**src/rtl/gsensor_pkg.sv**
```systemverilog
// Shared types and constants for the accelerometer sequencer and its command ROM.
package gsensor_pkg;

    typedef enum logic [2:0] {
        OP_START     = 3'd0,
        OP_RESTART   = 3'd1,
        OP_WRITE     = 3'd2,
        OP_READ_ACK  = 3'd3,
        OP_READ_NACK = 3'd4,
        OP_STOP      = 3'd5
    } cmd_op_e;

    typedef enum logic [2:0] {
        ST_STARTUP,
        ST_CFG,
        ST_WAIT,
        ST_READ,
        ST_ERR
    } state_e;

    localparam logic [7:0] REG_DATA_FORMAT = 8'h31;
    localparam logic [7:0] REG_POWER_CTL   = 8'h2D;
    localparam logic [7:0] REG_DATAX0      = 8'h32;

    localparam logic [7:0] VAL_DATA_FORMAT = 8'h0B;
    localparam logic [7:0] VAL_POWER_CTL   = 8'h08;

    localparam int         STEP_W          = 5;
    localparam logic [4:0] STEP_CFG_FIRST  = 5'd0;
    localparam logic [4:0] STEP_READ_FIRST = 5'd10;

    function automatic logic [7:0] addr_byte(input logic [6:0] addr, input logic rd);
        return {addr, rd};
    endfunction

endpackage

```
**src/rtl/gsensor_cmd_rom.sv**
```systemverilog
// Fixed command ROM: CFG occupies steps 0-9, the X/Y/Z burst read steps 10-21.
module gsensor_cmd_rom
    import gsensor_pkg::*;
#(
    parameter logic [6:0] DEV_ADDR = 7'h1D
) (
    input  logic [STEP_W-1:0] step,
    output cmd_op_e           op,
    output logic [7:0]        data,
    output logic              last,
    output logic              is_rd
);

    // NOTE: every output gets a default before the case so no path leaves one unassigned (no latch).
    always_comb begin
        op    = OP_STOP;
        data  = 8'h00;
        last  = 1'b0;
        is_rd = 1'b0;
        case (step)
            5'd0:  op = OP_START;
            5'd1:  begin op = OP_WRITE; data = addr_byte(DEV_ADDR, 1'b0); end
            5'd2:  begin op = OP_WRITE; data = REG_DATA_FORMAT; end
            5'd3:  begin op = OP_WRITE; data = VAL_DATA_FORMAT; end
            5'd4:  op = OP_STOP;
            5'd5:  op = OP_START;
            5'd6:  begin op = OP_WRITE; data = addr_byte(DEV_ADDR, 1'b0); end
            5'd7:  begin op = OP_WRITE; data = REG_POWER_CTL; end
            5'd8:  begin op = OP_WRITE; data = VAL_POWER_CTL; end
            5'd9:  begin op = OP_STOP; last = 1'b1; end
            5'd10: op = OP_START;
            5'd11: begin op = OP_WRITE; data = addr_byte(DEV_ADDR, 1'b0); end
            5'd12: begin op = OP_WRITE; data = REG_DATAX0; end
            5'd13: op = OP_RESTART;
            5'd14: begin op = OP_WRITE; data = addr_byte(DEV_ADDR, 1'b1); end
            5'd15, 5'd16, 5'd17, 5'd18, 5'd19:
                   begin op = OP_READ_ACK; is_rd = 1'b1; end
            5'd20: begin op = OP_READ_NACK; is_rd = 1'b1; end
            5'd21: begin op = OP_STOP; last = 1'b1; end
            default: ;
        endcase
    end

endmodule

```
**src/rtl/gsensor_ctrl.sv**
```systemverilog
// Accelerometer sequencer: configures the sensor, then polls X/Y/Z through a
// byte-level I2C engine, one command outstanding at a time, with NACK recovery.
module gsensor_ctrl
    import gsensor_pkg::*;
#(
    parameter logic [6:0]  DEV_ADDR       = 7'h1D,
    parameter int unsigned POLL_CYCLES    = 50000,
    parameter int unsigned STARTUP_CYCLES = 1000
) (
    input  logic        CLK,
    input  logic        RST,
    input  logic        enable,
    output logic        cmd_valid,
    input  logic        cmd_ready,
    output logic [2:0]  cmd_op,
    output logic [7:0]  cmd_data,
    input  logic        rsp_valid,
    input  logic [7:0]  rsp_data,
    input  logic        rsp_nack,
    output logic [15:0] accel_x,
    output logic [15:0] accel_y,
    output logic [15:0] accel_z,
    output logic        sample_valid,
    output logic        error,
    output logic        busy
);

    localparam int PW = (POLL_CYCLES > 0) ? $clog2(POLL_CYCLES + 1) : 1;
    localparam int SW = (STARTUP_CYCLES > 1) ? $clog2(STARTUP_CYCLES) : 1;
    localparam logic [PW-1:0] POLL_TC  = PW'(POLL_CYCLES);
    localparam logic [SW-1:0] START_TC = (STARTUP_CYCLES > 0) ? SW'(STARTUP_CYCLES - 1) : '0;

    state_e            state_q, state_n;
    logic [STEP_W-1:0] step_q, step_n;
    logic [2:0]        cap_q, cap_n;
    logic [SW-1:0]     st_cnt_q, st_cnt_n;
    logic [PW-1:0]     poll_q, poll_n;
    logic              issue_q, issue_n;
    logic              cfg_retry_q, cfg_retry_n;

    cmd_op_e     cmd_op_q;
    cmd_op_e     rom_op;
    logic [7:0]  rom_data;
    logic        rom_last;
    logic        rom_is_rd;
    cmd_op_e     issue_op;
    logic [7:0]  issue_data;
    logic        outstanding;
    logic        rsp_ok;
    logic        nack_evt;
    logic        done_evt;
    logic        capture;
    logic        sample_evt;
    logic [7:0]  byte_buf [0:5];

    gsensor_cmd_rom #(.DEV_ADDR(DEV_ADDR)) u_rom (
        .step  (step_q),
        .op    (rom_op),
        .data  (rom_data),
        .last  (rom_last),
        .is_rd (rom_is_rd)
    );

    // Responses only count against a command the engine has actually accepted.
    assign rsp_ok   = rsp_valid && outstanding;
    assign nack_evt = rsp_ok && rsp_nack && (cmd_op_q == OP_WRITE)
                      && ((state_q == ST_CFG) || (state_q == ST_READ));
    assign done_evt = rsp_ok && !nack_evt;

    assign issue_op   = (state_q == ST_ERR) ? OP_STOP : rom_op;
    assign issue_data = (state_q == ST_ERR) ? 8'h00 : rom_data;

    assign busy   = (state_q == ST_CFG) || (state_q == ST_READ) || (state_q == ST_ERR);
    assign cmd_op = cmd_op_q;

    always_comb begin
        state_n     = state_q;
        step_n      = step_q;
        cap_n       = cap_q;
        st_cnt_n    = st_cnt_q;
        poll_n      = poll_q;
        cfg_retry_n = cfg_retry_q;
        issue_n     = 1'b0;
        capture     = 1'b0;
        sample_evt  = 1'b0;
        case (state_q)
            ST_STARTUP: begin
                if (st_cnt_q == START_TC) begin
                    state_n = ST_CFG;
                    step_n  = STEP_CFG_FIRST;
                    issue_n = 1'b1;
                end else begin
                    st_cnt_n = st_cnt_q + SW'(1);
                end
            end
            ST_CFG: begin
                if (nack_evt) begin
                    state_n     = ST_ERR;
                    cfg_retry_n = 1'b1;
                    issue_n     = 1'b1;
                end else if (done_evt) begin
                    if (rom_last) begin
                        state_n     = ST_WAIT;
                        poll_n      = '0;
                        cfg_retry_n = 1'b0;
                    end else begin
                        step_n  = step_q + STEP_W'(1);
                        issue_n = 1'b1;
                    end
                end
            end
            ST_WAIT: begin
                // A failed configuration is retried without waiting for enable.
                if (poll_q != POLL_TC) begin
                    poll_n = poll_q + PW'(1);
                end else if (cfg_retry_q) begin
                    state_n = ST_CFG;
                    step_n  = STEP_CFG_FIRST;
                    issue_n = 1'b1;
                end else if (enable) begin
                    state_n = ST_READ;
                    step_n  = STEP_READ_FIRST;
                    cap_n   = '0;
                    issue_n = 1'b1;
                end
            end
            ST_READ: begin
                if (nack_evt) begin
                    state_n = ST_ERR;
                    issue_n = 1'b1;
                end else if (done_evt) begin
                    if (rom_is_rd) begin
                        capture = 1'b1;
                        cap_n   = cap_q + 3'd1;
                    end
                    if (rom_last) begin
                        sample_evt = 1'b1;
                        state_n    = ST_WAIT;
                        poll_n     = '0;
                    end else begin
                        step_n  = step_q + STEP_W'(1);
                        issue_n = 1'b1;
                    end
                end
            end
            ST_ERR: begin
                if (rsp_ok) begin
                    state_n = ST_WAIT;
                    poll_n  = '0;
                end
            end
            default: state_n = ST_STARTUP;
        endcase
    end

    // NOTE: sequential state uses non-blocking assignments so every register samples pre-edge values.
    always_ff @(posedge CLK) begin
        if (RST) begin
            state_q     <= ST_STARTUP;
            step_q      <= '0;
            cap_q       <= '0;
            st_cnt_q    <= '0;
            poll_q      <= '0;
            issue_q     <= 1'b0;
            cfg_retry_q <= 1'b0;
        end else begin
            state_q     <= state_n;
            step_q      <= step_n;
            cap_q       <= cap_n;
            st_cnt_q    <= st_cnt_n;
            poll_q      <= poll_n;
            issue_q     <= issue_n;
            cfg_retry_q <= cfg_retry_n;
        end
    end

    always_ff @(posedge CLK) begin
        if (RST) begin
            cmd_valid    <= 1'b0;
            cmd_op_q     <= OP_START;
            cmd_data     <= 8'h00;
            outstanding  <= 1'b0;
            accel_x      <= 16'h0000;
            accel_y      <= 16'h0000;
            accel_z      <= 16'h0000;
            sample_valid <= 1'b0;
            error        <= 1'b0;
        end else begin
            sample_valid <= sample_evt;
            if (issue_q) begin
                cmd_valid <= 1'b1;
                cmd_op_q  <= issue_op;
                cmd_data  <= issue_data;
            end else if (cmd_valid && cmd_ready) begin
                cmd_valid   <= 1'b0;
                outstanding <= 1'b1;
            end
            if (rsp_ok) begin
                outstanding <= 1'b0;
            end
            if (nack_evt) begin
                error <= 1'b1;
            end else if (sample_evt) begin
                error <= 1'b0;
            end
            if (sample_evt) begin
                accel_x <= {byte_buf[1], byte_buf[0]};
                accel_y <= {byte_buf[3], byte_buf[2]};
                accel_z <= {byte_buf[5], byte_buf[4]};
            end
        end
    end

    // NOTE: the byte buffer has no reset; it is only read after all six bytes of a read are captured.
    always_ff @(posedge CLK) begin
        if (capture) begin
            byte_buf[cap_q] <= rsp_data;
        end
    end

endmodule

```
**config.mk**
```make
export PLATFORM = sky130hd
export DESIGN_NAME = gsensor_ctrl
export DESIGN_NICKNAME = d
export VERILOG_FILES = /design/src/rtl/gsensor_pkg.sv /design/src/rtl/gsensor_cmd_rom.sv /design/src/rtl/gsensor_ctrl.sv
export SDC_FILE = /design/constraint.sdc
export NUM_CORES = 1
export LEC_CHECK = 0
export ABC_AREA = 1
export CORE_MARGIN = 2
export CORE_UTILIZATION = 47
export CTS_CLUSTER_SIZE = 14
export DETAILED_ROUTE_END_ITERATION = 7
export PLACE_DENSITY = 0.67
export SKIP_LAST_GASP = 1
export SYNTH_ARGS = -nofsm -noshare
export SYNTH_HDL_FRONTEND = slang
export SYNTH_SLANG_ARGS = --single-unit
```
**constraint.sdc**
```tcl
create_clock -name CLK -period 6 [get_ports CLK]
set_clock_uncertainty 0.05 [all_clocks]
set_input_delay 0.9 -clock CLK [delete_from_list [all_inputs] [get_ports CLK]]
set_output_delay 0.9 -clock CLK [all_outputs]
set_load 0.01 [all_outputs]
```
==> run_results.csv <==
group,metric,value,unit
outcome,status,"completed",
yosys,yosysSeqAreaShare,53.6,%
floorplanning,die_height,121,um
sta,timing.setup.tns,0,ns
detailed_routing,vias,5367,
detailed_routing,drc,0,
final_layout,mostFrequentLayoutCell,"nor2_1",
power,peakVddDrop,206,uV
setup_path,path_buf_inv,3,
clock_network,cts_tree,"yes",
final_layout,post-route-util,58.9,%
yosys,synth_top_family_by_area,"simple AND/OR/NAND/NOR gates",
yosys,synth_area,6430,um^2
setup_path,cp-end-kind,"register",
yosys,synth-xor-area-share,1.64,%
detailed_routing,drt_iter0_drc,383,
clock_network,cts.sinks,148,
yosys,synthMuxAreaShare,0,%
yosys,synth-edff-count,48,
grt,grt_max_degree,51,
setup_path,cp_data_required_time,6.26,ns
yosys,yosysWarnings,0,
clock_network,ctsHoldBuffers,0,
sta,max_clock_freq,297,MHz
detailed_routing,firstDrtPassIters,6,
sta,setup_violations,0,
final_layout,final_cell_mix,"178 x nor2_1, 137 x nand2_1, 100 x dfxtp_1",
grt,grt_pass1_vias,5174,
floorplanning,initial_core_util,48.3,%
sta,rsz0062_at_grt,"false",
detailed_routing,postRouteAntennaNets,0,
yosys,ys_ff_latch,148,
yosys,syn_area_per_cell,8.18,um^2
placed_design,dpl.hpwl,9.89,mm
grt,grtUsageTotal,21.4,%
setup_path,critical-path-max-stage-delay,0.82,ns
clock_network,cts_root_buf,"clkbuf_16",
clock_network,clk_latency,0.42,ns
sta,fin_crit_sh,56.0,%
setup_path,cp_slowest_cell,"nor2_4",
grt,antenna_found_initial,0,
sta,period_needed,3.36,ns
sta,worstMarginPinSlew,1.16,ns
yosys,synth_compound_area_share,9.25,%
floorplanning,rows,42,
setup_path,crit_arrival,3.62,ns
clock_network,cts.htree.levels,4,
setup_path,path_cells,"clkdlybuf4s50_1 > nand2_1 > inv_1 > nand3_2 > nor2_4 > inv_2 > nor2_1 > nor2_1",
final_layout,area_delta_synth_final,21.8,%
setup_path,worst-path-max-fanout,50,
setup_path,worstSetupStartpointType,"input port",
min_path,hp-class,"register to register",
floorplanning,die_area,14600,um^2
yosys,synthFlopType,"dfxtp_1",
yosys,yosys.area_share.adder,1.56,%
sta,final_max_slew_viol_count,0,
detailed_routing,routed_wl,14.7,mm
sta,slew_headroom,22.0,%
grt,grt_pass1_wl,24.9,mm
floorplanning,fp.dieW,121,um
clock_network,postCtsSetupRepairBufs,0,
placed_design,io_buffer_count,74,
clock_network,path_clk_slew,0.06,ns
setup_path,crit_top_cell,"nor2_1",
placed_design,gp_congestion,0.872,
final_layout,n_antenna_cell,0,
power,cellPowerDensity,274,nW/um^2
power,leakage,3.05,nW
setup_path,crit_family,"simple AND/OR/NAND/NOR gates",
yosys,syn_inst,786,
final_layout,nets,873,
clock_network,cts_resized,0,
setup_path,path_class,"input port to register",
clock_network,clk_path_buf_depth,2,
floorplanning,pin_count,77,
floorplanning,core-area,13300,um^2
detailed_routing,wl_per_cell,14.2,um
clock_network,cts_made_buffers,17,
grt,overflow,0,
yosys,synth-simple-area-share,27.3,%
run,drv_cap,0,
detailed_routing,viasPerCell,5.16,
yosys,ys_types,39,
yosys,async_flop_share,0,%
final_layout,drive_above_1_share,6.48,%
sta,hold_viol,0,
-- worst paths after layout --
path	from	endpoint	slack, ns	cells past startpoint
min reg2reg	cmd_data[4]	cmd_data[4]	0.42	2
max	rsp_valid	accel_z[10]	2.64	8
min	cmd_data[4]	cmd_data[4]	0.42	2
max reg2reg	state_q[2]	accel_z[10]	3.03	8
-- worst register-to-register path, cell delays in order, from the launching register on --
cell and delay (ns):
dfxtp_1 0.38, nor2_4 0.25, inv_4 0.12, nor2_8 0.13
nand3_2 0.11, nor2_4 0.82, inv_2 0.65, nor2_1 0.30
nor2_1 0.07
-- kinds of logic after synthesis --
group | after synthesis
buffers and inverters | 96
DFF | 148
other | 1
adders and majority gates | 8
and+or+nand+nor | 406
xor gates and xnor gates | 12
AOI/OAI and AO/OA | 115
-- metal layers --
metal	GRT usage, %	routed length [um]
met5	0	0
met4	8.65	337
met3	4.79	771
met2	34.8	7040
met1	27.7	6590
-- power breakdown --
part | total [mW] | internal, mW | switching, mW
clock | 1.07 | 0.666 | 0.409
combinational | 0.0332 | 0.0115 | 0.0217
sequential | 1.04 | 1.03 | 0.00212
-- Yosys cell counts (3+ instances only) --
master / number / share of area, %
buf_4: 4 / 0.47
xor2_1: 10 / 1.4
a31oi_1: 3 / 0.29
dfxtp_1: 100 / 31
a21oi_1: 42 / 3.3
o21ai_0: 38 / 3.0
edfxtp_1: 48 / 22
clkinv_1: 3 / 0.18
inv_2: 7 / 0.41
nand2_2: 4 / 0.39
ha_1: 8 / 1.6
nor2_1: 178 / 10
o21ai_1: 26 / 2.0
nor3_1: 17 / 1.3
nand2_1: 137 / 8.0
nor2_4: 3 / 0.53
buf_2: 6 / 0.47
inv_1: 53 / 3.1
buf_6: 5 / 0.88
nand3_1: 42 / 3.3
nand4_1: 10 / 0.97
clkbuf_1: 16 / 0.93
-- layout make-up --
type	instances	area [um^2]
flip-flops and latches	148	3440
repair buffers	76	756
multi-input cells	543	2560
inverters	65	249
clock inverters	11	149
well taps	176	220
fillers	1183	5470
clock buffers	21	450
-- per-stage QoR --
step / area (um^2) / cells / hold slack, ns / setup slack [ns] / total power [mW]
final: 7830 / 1040 / 0.416 / 2.64 / 2.14
after global routing: 7830 / 1040 / 0.445 / 2.36 / 2.21
after CTS: 7830 / 1040 / 0.420 / 2.64 / 2.16
after detailed placement: 7230 / 1008 / 0.411 / 2.23 / 1.09
after global placement: 7230 / 1008 / 0.402 / 2.28 / 1.09
after floorplan: 6430 / 787 / 0.395 / 3.51 / 1.07
-- sequential cells by signal, indices dropped and copies added (netlist names), 5 cells and up --
signal	flops
accel_x	16
accel_y	16
accel_z	16
byte_buf	48
cmd_data	6
poll_q	16
st_cnt_q	10
step_q	5
Power figures use the tool's default switching activity.
